[config.mk]
export PLATFORM = sky130hd
export DESIGN_NAME = ni_apb_requester
export DESIGN_NICKNAME = d
export VERILOG_FILES = /design/src/rtl/ni_apb_requester.sv
export SDC_FILE = /design/constraint.sdc
export NUM_CORES = 1
export LEC_CHECK = 0
export ABC_AREA = 1
export BUFFER_PORTS_ARGS = -buffer_cell sky130_fd_sc_hd__clkbuf_2
export CELL_PAD_IN_SITES_DETAIL_PLACEMENT = 1
export CELL_PAD_IN_SITES_GLOBAL_PLACEMENT = 1
export CORE_MARGIN = 1
export CORE_UTILIZATION = 36
export DETAILED_ROUTE_END_ITERATION = 10
export HOLD_SLACK_MARGIN = 0.08
export PLACE_DENSITY_LB_ADDON = 0.1
export SLEW_MARGIN = 15
export SYNTH_ARGS = -nofsm -noshare
export SYNTH_HDL_FRONTEND = slang
export SYNTH_SLANG_ARGS = --single-unit
[constraint.sdc]
create_clock -name i_clk -period 2.6 [get_ports i_clk]
set_clock_uncertainty 0.1 [all_clocks]
set_input_delay 0.13 -clock i_clk [delete_from_list [all_inputs] [get_ports i_clk]]
set_output_delay 0.13 -clock i_clk [all_outputs]
set_load 0.005 [all_outputs]
[src/rtl/ni_apb_requester.sv]
// Initiator-side network interface: an APB completer that turns each transfer into
// a one-cycle request packet for the local router and completes on the matching response.

package pa_noc;
    localparam int APB_PACKET_WIDTH = 59;
endpackage

module ni_apb_requester
    import pa_noc::*;
#(
    parameter int NODE_ROW = 0,
    parameter int NODE_COL = 0,
    parameter int ADDR_W   = 16,
    parameter int DATA_W   = 32,
    parameter int TIMEOUT  = 64
) (
    input  logic                        i_clk,
    input  logic                        i_srst,
    input  logic                        i_psel,
    input  logic                        i_penable,
    input  logic                        i_pwrite,
    input  logic [ADDR_W-1:0]           i_paddr,
    input  logic [DATA_W-1:0]           i_pwdata,
    output logic [DATA_W-1:0]           o_prdata,
    output logic                        o_pready,
    output logic                        o_pslverr,
    output logic [APB_PACKET_WIDTH-1:0] o_apbPacket,
    input  logic [APB_PACKET_WIDTH-1:0] i_apbPacket
);

    localparam int PW       = APB_PACKET_WIDTH;
    localparam int VALID    = PW - 1;
    localparam int KIND     = PW - 2;
    localparam int WRITE    = PW - 3;
    localparam int ADDR_LSB = 8;
    localparam int DATA_LSB = ADDR_W + 8;
    localparam int TW       = $clog2(TIMEOUT);

    localparam logic [1:0] OWN_ROW = 2'(NODE_ROW);
    localparam logic [1:0] OWN_COL = 2'(NODE_COL);

    generate
        if (PW != DATA_W + ADDR_W + 11) begin : g_widthCheck
            $error("APB_PACKET_WIDTH must equal DATA_W + ADDR_W + 11");
        end
    endgenerate

    typedef enum logic [1:0] {
        IDLE,
        SEND,
        WAIT,
        RESP
    } state_t;

    state_t              state;
    logic [TW-1:0]       timer;
    logic                wrReg;
    logic                errReg;
    logic [ADDR_W-1:0]   addrReg;
    logic [DATA_W-1:0]   wdataReg;

    logic                rspHit;
    logic [DATA_W-1:0]   rspData;
    logic [DATA_W-1:0]   reqData;
    logic                unusedRspBits;

    // The response must come back from the node we addressed and be aimed at us.
    assign rspHit  = i_apbPacket[VALID] && i_apbPacket[KIND]
                  && (i_apbPacket[3:0] == {OWN_ROW, OWN_COL})
                  && (i_apbPacket[7:4] == addrReg[ADDR_W-1 -: 4]);
    assign rspData = i_apbPacket[DATA_LSB +: DATA_W];
    assign reqData = wdataReg & {DATA_W{wrReg}};

    assign unusedRspBits = ^{i_apbPacket[WRITE], i_apbPacket[ADDR_LSB +: ADDR_W]};

    // Pulse outputs default low each cycle; only SEND and RESP raise them.
    always_ff @(posedge i_clk) begin
        if (i_srst) begin
            state       <= IDLE;
            timer       <= '0;
            wrReg       <= 1'b0;
            errReg      <= 1'b0;
            addrReg     <= '0;
            wdataReg    <= '0;
            o_apbPacket <= '0;
            o_pready    <= 1'b0;
            o_pslverr   <= 1'b0;
            o_prdata    <= '0;
        end else begin
            o_apbPacket <= '0;
            o_pready    <= 1'b0;
            o_pslverr   <= 1'b0;
            case (state)
                IDLE: begin
                    if (i_psel && !i_penable) begin
                        wrReg    <= i_pwrite;
                        addrReg  <= i_paddr;
                        wdataReg <= i_pwdata;
                        if (i_paddr[ADDR_W-1 -: 4] == {OWN_ROW, OWN_COL}) begin
                            errReg   <= 1'b1;
                            o_prdata <= '0;
                            state    <= RESP;
                        end else begin
                            state <= SEND;
                        end
                    end
                end
                SEND: begin
                    o_apbPacket <= {1'b1, 1'b0, wrReg, reqData, addrReg,
                                    OWN_ROW, OWN_COL, addrReg[ADDR_W-1 -: 4]};
                    timer       <= '0;
                    state       <= WAIT;
                end
                WAIT: begin
                    // A response arriving on the last timer cycle still wins.
                    if (rspHit) begin
                        o_prdata <= wrReg ? {DATA_W{1'b0}} : rspData;
                        errReg   <= 1'b0;
                        state    <= RESP;
                    end else if (timer == TW'(TIMEOUT - 1)) begin
                        o_prdata <= '0;
                        errReg   <= 1'b1;
                        state    <= RESP;
                    end else begin
                        timer <= timer + TW'(1);
                    end
                end
                RESP: begin
                    o_pready  <= 1'b1;
                    o_pslverr <= errReg;
                    state     <= IDLE;
                end
                default: state <= IDLE;
            endcase
        end
    end

endmodule

Word level (Yosys, flattened, before mapping)
Cells that the tools add are included.
{"block": "word_totals", "reg_bits": 151, "out_inout_bits": 93, "word_cells": 62}
{"block": "op_classes", "n_mux": 21, "addsub": 1, "n_eq_ne": 10, "n_reduce_logical": 16, "n_bitwise": 3}
{"operator": "$mux W32", "count": 5}
{"operator": "$pmux W32 S2", "count": 1}
{"operator": "$mux W59", "count": 1}
{"operator": "$and A32 B32 Y32", "count": 1}
{"operator": "$mux W6", "count": 2}
{"operator": "$pmux W6 S2", "count": 1}
{"operator": "$logic_not A4 Y1", "count": 2}
{"operator": "$mux W2", "count": 4}
{"operator": "$ne A2 B2 Y1 const B", "count": 4}
{"operator": "$pmux W2 S4", "count": 1}
{"operator": "$add A6 B1 Y6 const B", "count": 1}
{"operator": "$eq A6 B6 Y1 const B", "count": 1}
{"operator": "$mux W1", "count": 5}
{"operator": "$eq A2 B2 Y1 const B", "count": 2}
{"operator": "$eq A4 B4 Y1", "count": 1}
{"operator": "$logic_and A1 B1 Y1", "count": 4}
{"operator": "$reduce_and A2 Y1", "count": 2}
{"operator": "$reduce_and A4 Y1", "count": 1}
{"operator": "$reduce_bool A2 Y1", "count": 2}
{"operator": "$reduce_or A2 Y1", "count": 2}
{"operator": "$ne A3 B3 Y1 const B", "count": 1}
{"operator": "$reduce_and A3 Y1", "count": 1}
{"operator": "$eq A2 B1 Y1 const B", "count": 1}
{"operator": "$logic_not A2 Y1", "count": 1}
{"operator": "other kinds (3)", "count": 4}

Longest topological paths before layout
Gate-level depths: netlist of the first run.
{"block": "logic_depth", "ltp_word": 5, "depth_mapped": 11}

Worst setup path after synthesis of the first run
OpenSTA, ideal clock, no wires.
{"block": "synth_timing", "path_type": "reg2reg", "startpoint": "register state[0]", "endpoint": "register addrReg[0]", "path_stages_with_launch": 7, "setup_time_ns": 0.128, "slack_ns": 0.921, "path_buffers": 2, "arrival_ns": 1.451, "path_cell_list": "dfxtp_1 inv_1 ha_1 nand3_1 clkbuf_1 clkbuf_1 a21oi_1"}
{"block": "synth_via", "elab_chain_cells": 2}
{"item": "from (decl)", "line_no": "55", "source": "state_t state;"}
{"item": "from (signal assigned)", "line_no": "79", "source": "state <= IDLE;"}
{"item": "from (signal assigned)", "line_no": "102", "source": "state <= RESP;"}
{"item": "from (signal assigned)", "line_no": "104", "source": "state <= SEND;"}
{"item": "$logic_not A2 Y1", "line_no": "93", "source": "case (state)"}
{"item": "$reduce_and A2 Y1 (no line)"}
{"item": "to (signal assigned)", "line_no": "97", "source": "addrReg <= i_paddr;"}
{"item": "to (decl)", "line_no": "59", "source": "logic [ADDR_W-1:0] addrReg;"}
Every way passes these cells.
A chain may end at the register's enable or synchronous reset.

Worst setup path in the final report of the first run
{"block": "layout_timing", "startpoint": "register state[0]", "endpoint": "register o_prdata[9]"}
{"block": "layout_via", "elab_chain_cells": 3, "word_cells_on_any_way": 8, "cone_classes": "eq/ne (4); mux (1); reduce/logical (3)"}
{"item": "$eq A2 B2 Y1 / $logic_not A2 Y1 (equally long branches)", "line_no": "93"}
{"item": "$ne A3 B3 Y1 (no line), or another cell as far along"}
{"item": "$reduce_and A4 Y1 (no line)"}
{"item": "to (signal assigned)", "line_no": "117", "source": "o_prdata <= wrReg ? {DATA_W{1'b0}} : rspData;"}
{"item": "to (decl)", "line_no": "24", "source": "output logic [DATA_W-1:0] o_prdata,"}
Several ways; a longest one is shown, not always the timed one.

==> flow_metrics.env, run 1 <==
export IMPL_status="finished, final reports clean"
export IMPL_yosys_warnings=0
export IMPL_rows=43
export IMPL_ctsHoldBuffers=82
export IMPL_power_total_mw=7.14
export IMPL_avgViaCountPerCell=4.51
export IMPL_numCtsBuffers=17
export IMPL_synth_edff_count=0
export IMPL_cp_start_kind="flip-flop"
export IMPL_wl_mm=15.4
export IMPL_cts_sinks=142
export IMPL_timing_rr_start="state[0]"
export IMPL_r2r_end="o_prdata[9]"
export IMPL_avgSynthCellArea_um2=7.73
export IMPL_insertion_delay_ns=0.43
export IMPL_critPathCaptureType="flip-flop"
export IMPL_max_cap_viol_count=0
export IMPL_grt_pass1_wl_mm=24.9
export IMPL_track_usage_pct=21.9
export IMPL_fin_crit_sh_pct=78.7
export IMPL_grt_overflow=0
export IMPL_globalplace_congestion=0.772
export IMPL_grt_start_max_net_pins=60
export IMPL_num_io_pins=205
export IMPL_vias=5040
export IMPL_crit_path_max_fanout=40
export IMPL_clock_fmax_mhz=489
export IMPL_cts_tree="built"
export IMPL_post_route_min_period_ns=2.05
export IMPL_finalSetupViolCount=0
export IMPL_synthToLayoutAreaGrowth_pct=48.1
export IMPL_ctsResizeCount=0
export IMPL_fp_dieH_um=122
export IMPL_drv_slew=0
export IMPL_numPortBuffers=182
export IMPL_drive_above_1_share_pct=24.7
export IMPL_r2r_cells=10
export IMPL_cts_root_buffer="clkbuf_16"
export IMPL_stdcell_area_um2=7680
export IMPL_synth_seq_cells=142
export IMPL_yosysSeqAreaShare_pct=54.8
export IMPL_cts_buffer_depth=2
export IMPL_ys_types=21
export IMPL_hold_end="errReg"
export IMPL_synth_ff_type="dfxtp_1"
export IMPL_yosysMostFrequentCell="dfxtp_1"
export IMPL_rsz0062_at_grt="false"
export IMPL_start_util_pct=37.1
export IMPL_ant_nets=0
export IMPL_htree_levels=4
export IMPL_nets=1041
export IMPL_synthDominantCellAreaShare_pct=54.8
export IMPL_path_clk_slew_ns=0.06
export IMPL_leakage_nw=3.62
export IMPL_drtIter0Drc=129
export IMPL_worst_slack_ns=0.553
export IMPL_hold_path_depth=7
export IMPL_drc=0
export IMPL_hp_class="in2reg"
export IMPL_core_um2=14000
export IMPL_yosys_top_cells_count="142 x dfxtp_1, 108 x inv_1, 98 x nand2_1"
export IMPL_syn_area_um2=5190
export IMPL_fill_cells=1774
export IMPL_pre_cts_ws_ns=0.545
export IMPL_placedInstanceArea_um2=6250
export IMPL_synth_top_area_cell="dfxtp_1"
export IMPL_crit_type="reg2reg"
export IMPL_die_area_um2=14900
export IMPL_tns_ns=0
export IMPL_synthTopCellsByArea="dfxtp_1 55%, inv_1 7.8%, a21oi_1 7.6%"
export IMPL_crit_start="state[0]"
export IMPL_wire_per_inst_um=13.8
export IMPL_grt_pass1_vias=5247
export IMPL_finalHoldViolCount=0
export IMPL_grt_antenna_before_repair=1
export IMPL_place_hpwl_mm=9.38
export IMPL_synth_cells=671
export IMPL_drt_pass1_iter_count=4
export IMPL_worst_ep_required_time_ns=2.81
export IMPL_die_w_um=122
export IMPL_post_cts_buffers=0
export IMPL_hp_start="i_apbPacket[2]"
export IMPL_r2r_slack_ns=0.55
export IMPL_ys_async_sr_fraction_pct=0
export IMPL_arrival_ns=2.26
export IMPL_peakVddDrop_uv=468
export IMPL_power_density_nw_per_um2=929
[layout by cell type (no fill, tap or decap), drive strengths merged]
cell type,synthesis,routed
nor3,10,10
nand4,1,1
a21oi,79,79
clkinvlp,0,7
nand2,99,99
dfxtp,142,142
conb,1,5
nand3,13,13
o21ai,64,64
dlygate4sd3,0,82
xor2,3,3
nor2,99,99
inv,110,111
buf,23,9
diode,0,1
bufinv,0,3
clkbuf,21,201
clkinv,0,2
ha,6,6
[layer usage]
metal / wire (um) / track usage [%] / vias up
met1: 6060 / 23.0 / 2366
met4: 240 / 8.41 / 0
met5: 0 / 0 / -
li1: - / - / 2548
met3: 722 / 6.41 / 18
met2: 8410 / 40.5 / 108
[how the worst max path moves through the flow]
stage,endpoint,cells after the start
2_1_floorplan,addrReg[0],6
3_3_place_gp,o_prdata[3],10
3_5_place_dp,o_prdata[9],10
4_1_cts,o_prdata[9],10
5_1_grt,o_prdata[9],10
6_report,o_prdata[9],10
[flip-flops by register name, summed over array words and instances, names as in the netlist]
name / count
addrReg: 16
wdataReg: 32
state: 2
wrReg: 1
o_apbPacket: 50
errReg: 1
timer: 6
o_pready: 1
o_prdata: 32
o_pslverr: 1
[cells by family (layout without fill, tap and decap cells)]
kind of cell | Yosys count | count (layout) | share of synthesized area, %
flip-flops | 142 | 142 | 54.8
other | 1 | 6 | 0.0723
XOR/XNOR | 3 | 3 | 0.507
AO/OA/AOI/OAI | 143 | 143 | 13.8
AND/OR/NAND/NOR | 222 | 222 | 17.2
adder cells (fa/ha/maj) | 6 | 6 | 1.45
buffers and inverters | 154 | 415 | 12.1
[through the flow]
| stage | instances | hold WS (ns) | utilization (%) |
|---|---|---|---|
| CTS | 1116 | 0.139 | 54.9 |
| floorplan | 675 | 0.175 | - |
| detailed placement | 1002 | 0.271 | 44.7 |
| global placement | 1002 | 0.261 | 44.7 |
| global route | 1117 | 0.189 | 54.9 |
| finish | 1117 | 0.136 | 54.9 |
[power by group]
group | switching (mW) | internal (mW)
clock | 0.969 | 1.53
sequential | 0.183 | 2.60
combinational | 1.09 | 0.755
total | 2.24 | 4.89
[critical path, stage by stage, from the launching register on]
cell and delay (ns):
dfxtp_1 0.33, inv_1 0.14, ha_1 0.25, inv_1 0.07, a21oi_1 0.21, nand2_4 0.13, nand3_4 0.24, buf_12 0.24
nand2_1 0.09, nand2_1 0.06, nor2_1 0.05
[cell type report]
cell class | count | area, um2 | share of cell area (%)
antenna | 1 | 2.50 | 0.0326
inverter | 110 | 413 | 5.37
tap | 180 | 225 | 2.93
clock inverter | 13 | 165 | 2.15
sequential | 142 | 2840 | 37.0
multi-input combinational | 379 | 1740 | 22.7
clock buffer | 19 | 443 | 5.76
timing repair buffer | 273 | 1850 | 24.1
Power figures use the tool's default switching activity.
==> inputs of run 2 (changes only) <==
--- a/config.mk
+++ b/config.mk
@@ -10,7 +10,7 @@
 export CELL_PAD_IN_SITES_DETAIL_PLACEMENT = 1
 export CELL_PAD_IN_SITES_GLOBAL_PLACEMENT = 1
 export CORE_MARGIN = 1
-export CORE_UTILIZATION = 36
+export CORE_UTILIZATION = 30
 export DETAILED_ROUTE_END_ITERATION = 10
 export HOLD_SLACK_MARGIN = 0.08
 export PLACE_DENSITY_LB_ADDON = 0.1
==> constraint.sdc (replaced) <==
create_clock -name i_clk -period 1.7 [get_ports i_clk]
set_clock_uncertainty 0.1 [all_clocks]
set_input_delay 0.085 -clock i_clk [delete_from_list [all_inputs] [get_ports i_clk]]
set_output_delay 0.085 -clock i_clk [all_outputs]
set_load 0.005 [all_outputs]
==> run 2 against run 1 <==
Final cell count up 6.4%. Hold slack worse by 0.0049 ns. Sequential cell count unchanged. Sequential share of layout area down 3.3 points. Die area up 20%. Final area up 10%. Combinational power up 120%. Total power up 71%. Non-clock buffer count up 32. Setup slack worse by 0.53 ns. Largest power group unchanged.
==> flow_metrics.env, run 2 (synthesized netlist as in run 1, its figures left out) <==
export IMPL_finalHoldViolCount=0
export IMPL_grt_pass1_wl_mm=25.5
export IMPL_wl_met2_mm=8.35
export IMPL_path_clk_slew_ns=0.06
export IMPL_start_util_pct=31.0
export IMPL_power_density_nw_per_um2=1450
export IMPL_cts_sinks=142
export IMPL_fill_cells=2007
export IMPL_fin_crit_sh_pct=98.7
export IMPL_stdcell_area_um2=8470
export IMPL_largest_reg_flops=50
export IMPL_die_w_um=133
export IMPL_layout_common_cells="182 x clkbuf_2, 134 x dfxtp_1, 102 x inv_1, 90 x nor2_1, 82 x dlygate4sd3_1"
export IMPL_cts_tree="built"
export IMPL_wire_per_inst_um=13.6
export IMPL_grt_start_max_net_pins=52
export IMPL_drive_above_1_share_pct=34.8
export IMPL_peakVddDrop_uv=671
export IMPL_cp_start_kind="flip-flop"
export IMPL_insertion_delay_ns=0.42
export IMPL_arrival_ns=1.93
export IMPL_dp_cells=1062
export IMPL_wl_met1_mm=6.76
export IMPL_max_cap_viol_count=0
export IMPL_grt_overflow=0
export IMPL_grt_antenna_before_repair=0
export IMPL_clock_fmax_mhz=596
export IMPL_routed_top_layer="met4"
export IMPL_drc=0
export IMPL_hp_class="in2reg"
export IMPL_num_io_pins=205
export IMPL_numPortBuffers=182
export IMPL_htree_levels=4
export IMPL_stdcell_count=1189
export IMPL_drtIter0Drc=99
export IMPL_drv_slew=0
export IMPL_wl_met3_um=743
export IMPL_vias=5186
export IMPL_numCtsBuffers=17
export IMPL_rsz0062_at_grt="true"
export IMPL_drt_pass1_iter_count=3
export IMPL_final_common_cell="clkbuf_2"
export IMPL_place_hpwl_mm=10.2
export IMPL_core_um2=16800
export IMPL_diodes=0
export IMPL_ant_nets=0
export IMPL_grt_pass1_vias=5400
export IMPL_placedInstanceArea_um2=6480
export IMPL_worst_ep_required_time_ns=1.95
export IMPL_cts_buffer_depth=2
export IMPL_leakage_nw=3.90
export IMPL_track_usage_pct=18.0
export IMPL_finalSetupViolCount=0
export IMPL_top_regs="o_apbPacket x50, o_prdata x32, wdataReg x32"
export IMPL_wl_mm=16.1
export IMPL_nets=1074
export IMPL_critPathCaptureType="flip-flop"
export IMPL_status="finished, final reports clean"
export IMPL_cts_root_buffer="clkbuf_16"
export IMPL_crit_type="reg2reg"
export IMPL_post_route_min_period_ns=1.68
export IMPL_rows=47
export IMPL_fp_dieH_um=133
export IMPL_avgViaCountPerCell=4.36
export IMPL_power_total_mw=12.2
export IMPL_synthToLayoutAreaGrowth_pct=63.2
export IMPL_crit_path_max_fanout=6
export IMPL_regMostFlops="o_apbPacket"
export IMPL_die_area_um2=17800
export IMPL_r2r_slack_ns=0.02
export IMPL_globalplace_congestion=0.752
-- run 2: cell types whose count changed in the layout (fill, tap and decap cells not counted), sizes merged --
cell / before / now
buf: 9 / 35
clkbuf: 201 / 206
clkinv: 2 / 1
clkinvlp: 7 / 4
diode: 1 / 0
inv: 111 / 116
nand3: 13 / 14
-- run 2: what timing repair did --
item / CTS / global route
endpoints found under the setup margin: 37 / 49
hold buffers: 82 / 0
endpoints found under the hold margin: 88 / 0
gates cloned: 0 / 8
resized for setup: 9 / 92
pin swaps: 1 / 19
setup buffers: 2 / 3
-- run 2: stage by stage --
stage | setup TNS [ns] | utilization [%] | setup WS, ns | hold slack (ns)
2_1_floorplan | 0 | - | 0.0206 | 0.130
3_3_place_gp | 0 | 38.6 | 0.0214 | 0.221
3_5_place_dp | -1.12 | 38.6 | -0.0818 | 0.231
4_1_cts | 0 | 47.4 | 0.0296 | 0.122
5_1_grt | -1.01 | 50.5 | -0.0611 | 0.155
6_report | 0 | 50.5 | 0.0222 | 0.131
-- run 2: routing by layer --
metal,GRT usage [%],vias up
met2,32.0,117
met4,7.45,0
met5,0,-
met1,20.1,2421
li1,-,2624
met3,5.21,24
-- run 2: path summary, 6_finish.rpt --
check | startpoint | endpoint | depth (start not counted)
max | addrReg[15] | o_prdata[31] | 12
min | i_psel | wdataReg[1] | 4
max reg2reg | addrReg[15] | o_prdata[31] | 12
min reg2reg | wdataReg[27] | o_apbPacket[51] | 2
-- run 2: final cells by class --
type,instances,area (um2),area share (%)
sequential,142,2850,33.7
multi-input combinational,380,2050,24.2
clock buffer,18,429,5.07
clock inverter,14,180,2.13
inverter,110,418,4.94
tap,220,275,3.25
timing repair buffer,305,2260,26.7
-- run 2: critical path: stages (launching register included) --
cell and delay, ns:
dfxtp_2 0.34, inv_4 0.04, nand2_2 0.06, nand2_2 0.06, nor2_4 0.14, nand3_4 0.10
nand2_4 0.12, nand3_4 0.10, buf_12 0.17, buf_8 0.14, nand2_4 0.05, nand2_2 0.04
nor2_1 0.13
-- run 2: report_power, final --
part           leakage [nW]  internal (mW)  switching, mW
sequential             1.16           3.99          0.303
clock                 0.286           2.34           1.52
combinational          2.45           1.93           2.15
total                  3.90           8.26           3.98
==> inputs of run 3 (changes only) <==
--- a/config.mk
+++ b/config.mk
@@ -10,7 +10,7 @@
 export CELL_PAD_IN_SITES_DETAIL_PLACEMENT = 1
 export CELL_PAD_IN_SITES_GLOBAL_PLACEMENT = 1
 export CORE_MARGIN = 1
-export CORE_UTILIZATION = 30
+export CORE_UTILIZATION = 34
 export DETAILED_ROUTE_END_ITERATION = 10
 export HOLD_SLACK_MARGIN = 0.08
 export PLACE_DENSITY_LB_ADDON = 0.1
==> constraint.sdc (replaced) <==
create_clock -name i_clk -period 1.8 [get_ports i_clk]
set_clock_uncertainty 0.1 [all_clocks]
set_input_delay 0.09 -clock i_clk [delete_from_list [all_inputs] [get_ports i_clk]]
set_output_delay 0.09 -clock i_clk [all_outputs]
set_load 0.005 [all_outputs]
==> run 3 against run 2 <==
Setup slack improved by 0.10 ns. Sequential power decreased by 5.8%. The run now ends with design-rule violations left. Global-route usage increased by 2.8 points. Combinational power decreased by 29%. Die area decreased by 12%. Maximum frequency increased by 0.13%. Clock-buffer cell count increased by 3. Hold slack got worse by 0.027 ns. Total power decreased by 15%.
==> flow_metrics.env, run 3 (synthesized netlist as in run 1, its figures left out) <==
export IMPL_leakage_nw=3.69
export IMPL_fp_dieH_um=126
export IMPL_cts_tree="built"
export IMPL_wire_per_inst_um=14.2
export IMPL_insertion_delay_ns=0.42
export IMPL_final_common_cell="clkbuf_2"
export IMPL_crit_path_max_fanout=19
export IMPL_path_delay_family="simple AND/OR/NAND/NOR gates"
export IMPL_max_cap_viol_count=0
export IMPL_die_area_um2=15800
export IMPL_violations="design-rule violations"
export IMPL_place_hpwl_mm=10.0
export IMPL_status="complete, but fails checks"
export IMPL_clock_fmax_mhz=597
export IMPL_r2r_end="o_prdata[16]"
export IMPL_vias=5142
export IMPL_hold_path_depth=7
export IMPL_htree_levels=4
export IMPL_routed_top_layer="met4"
export IMPL_layout_common_cells="182 x clkbuf_2, 138 x dfxtp_1, 106 x inv_1, 96 x nand2_1, 95 x nor2_1"
export IMPL_drtIter0Drc=175
export IMPL_finalSetupViolCount=0
export IMPL_finalHoldViolCount=0
export IMPL_grt_pass1_wl_mm=25.7
export IMPL_drt_pass1_iter_count=7
export IMPL_drive_above_1_share_pct=26.6
export IMPL_drv_slew=0
export IMPL_dp_cells=1013
export IMPL_cts_sinks=142
export IMPL_post_route_min_period_ns=1.68
export IMPL_wl_met1_mm=6.39
export IMPL_rows=44
export IMPL_arrival_ns=1.89
export IMPL_grt_pass1_vias=5360
export IMPL_critPathCaptureType="flip-flop"
export IMPL_cts_root_buffer="clkbuf_16"
export IMPL_num_io_pins=205
export IMPL_core_um2=14700
export IMPL_grt_antenna_before_repair=0
export IMPL_wl_mm=16.0
export IMPL_path_buf_inv=3
export IMPL_globalplace_congestion=0.757
export IMPL_track_usage_pct=20.8
export IMPL_crit_chain="inv_2 -> ha_2 -> inv_1 -> a21oi_2 -> nand2_4 -> nand3_4 -> buf_12 -> nand2_1 -> nand2_1 -> nor2_2"
export IMPL_ant_nets=0
export IMPL_top_regs="o_apbPacket x50, o_prdata x32, wdataReg x32"
export IMPL_path_common_cell="nand2_1"
export IMPL_hp_start="i_apbPacket[7]"
export IMPL_numCtsBuffers=17
export IMPL_hold_end="errReg"
export IMPL_stdcell_count=1131
export IMPL_crit_type="reg2reg"
export IMPL_cts_buffer_depth=2
export IMPL_drc=8
export IMPL_path_clk_slew_ns=0.06
export IMPL_die_w_um=126
export IMPL_fin_crit_sh_pct=93.1
export IMPL_cp_start_kind="flip-flop"
export IMPL_largest_reg_flops=50
export IMPL_diodes=0
export IMPL_numPortBuffers=182
export IMPL_timing_rr_start="state[0]"
export IMPL_hold_ws_ns=0.104
export IMPL_r2r_cells=10
export IMPL_grt_overflow=0
export IMPL_power_density_nw_per_um2=1340
export IMPL_regMostFlops="o_apbPacket"
export IMPL_worst_ep_required_time_ns=2.01
export IMPL_hp_class="in2reg"
export IMPL_r2r_slack_ns=0.12
export IMPL_cpPeakStageDelay_ns=0.33
export IMPL_wl_met3_um=840
export IMPL_slowest_stage="dfxtp_2"
export IMPL_synthToLayoutAreaGrowth_pct=51.0
export IMPL_avgViaCountPerCell=4.55
export IMPL_grt_start_max_net_pins=46
export IMPL_wl_met2_mm=8.38
export IMPL_peakVddDrop_uv=685
export IMPL_nets=1052
export IMPL_start_util_pct=35.3
run 3: timing repair:
action                     CTS  global route
hold buffers                84             0
gates resized for setup      4            13
hold endpoints to repair    89             0
buffers inserted             0             1
pin swaps                    0             2
setup endpoints to repair   35            41
gates cloned                 0             1
run 3: metal layers:
metal  vias to the layer above  global-route usage (%)
li1                       2581                       -
met1                      2413                    21.5
met2                       118                    38.2
met3                        30                    6.42
met4                         0                    10.0
met5                         -                       0
run 3: worst max-delay path by stage:
stage	slack, ns	start	cells past startpoint	endpoint
final	0.12	state[0]	10	o_prdata[16]
after CTS	0.004	timer[0]	9	o_prdata[15]
after global routing	-0.001	addrReg[13]	11	o_prdata[16]
after global placement	0.04	state[0]	10	o_prdata[6]
after floorplan	0.12	state[0]	6	addrReg[0]
after detailed placement	-0.07	state[0]	10	o_prdata[16]
run 3: area by class of cell:
cell class,instances,area [um2]
Multi-Input combinational cell,379,1780
Inverter,110,413
Clock inverter,11,134
Tap cell,184,230
Clock buffer,21,450
Sequential cell,142,2850
Fill cell,1782,6870
Timing Repair Buffer,284,1980
run 3: stage by stage:
stage / area [um2] / setup TNS (ns) / total power, mW / setup slack [ns] / utilization [%]
CTS: 7770 / 0 / 10.4 / 0.00442 / 52.9
global route: 7830 / -0.00131 / 11.1 / -0.00131 / 53.3
detailed placement: 6330 / -1.13 / 6.74 / -0.0724 / 43.1
floorplan: 5200 / 0 / 5.65 / 0.121 / -
global placement: 6330 / 0 / 6.55 / 0.0443 / 43.1
finish: 7830 / 0 / 10.5 / 0.124 / 53.3
run 3: power by group:
group,total [mW],switching [mW],internal (mW)
Combinational,2.92,1.68,1.24
Clock,3.49,1.40,2.09
Sequential,4.05,0.282,3.77
Total,10.5,3.36,7.10
run 3: worst register-to-register path, delay by kind of cell, from the launching register on:
kind	cells	cell delay [ns]
compound gates	1	0.15
fa+ha+maj	1	0.22
buf+inv	3	0.33
flops	1	0.33
simple gates	5	0.44
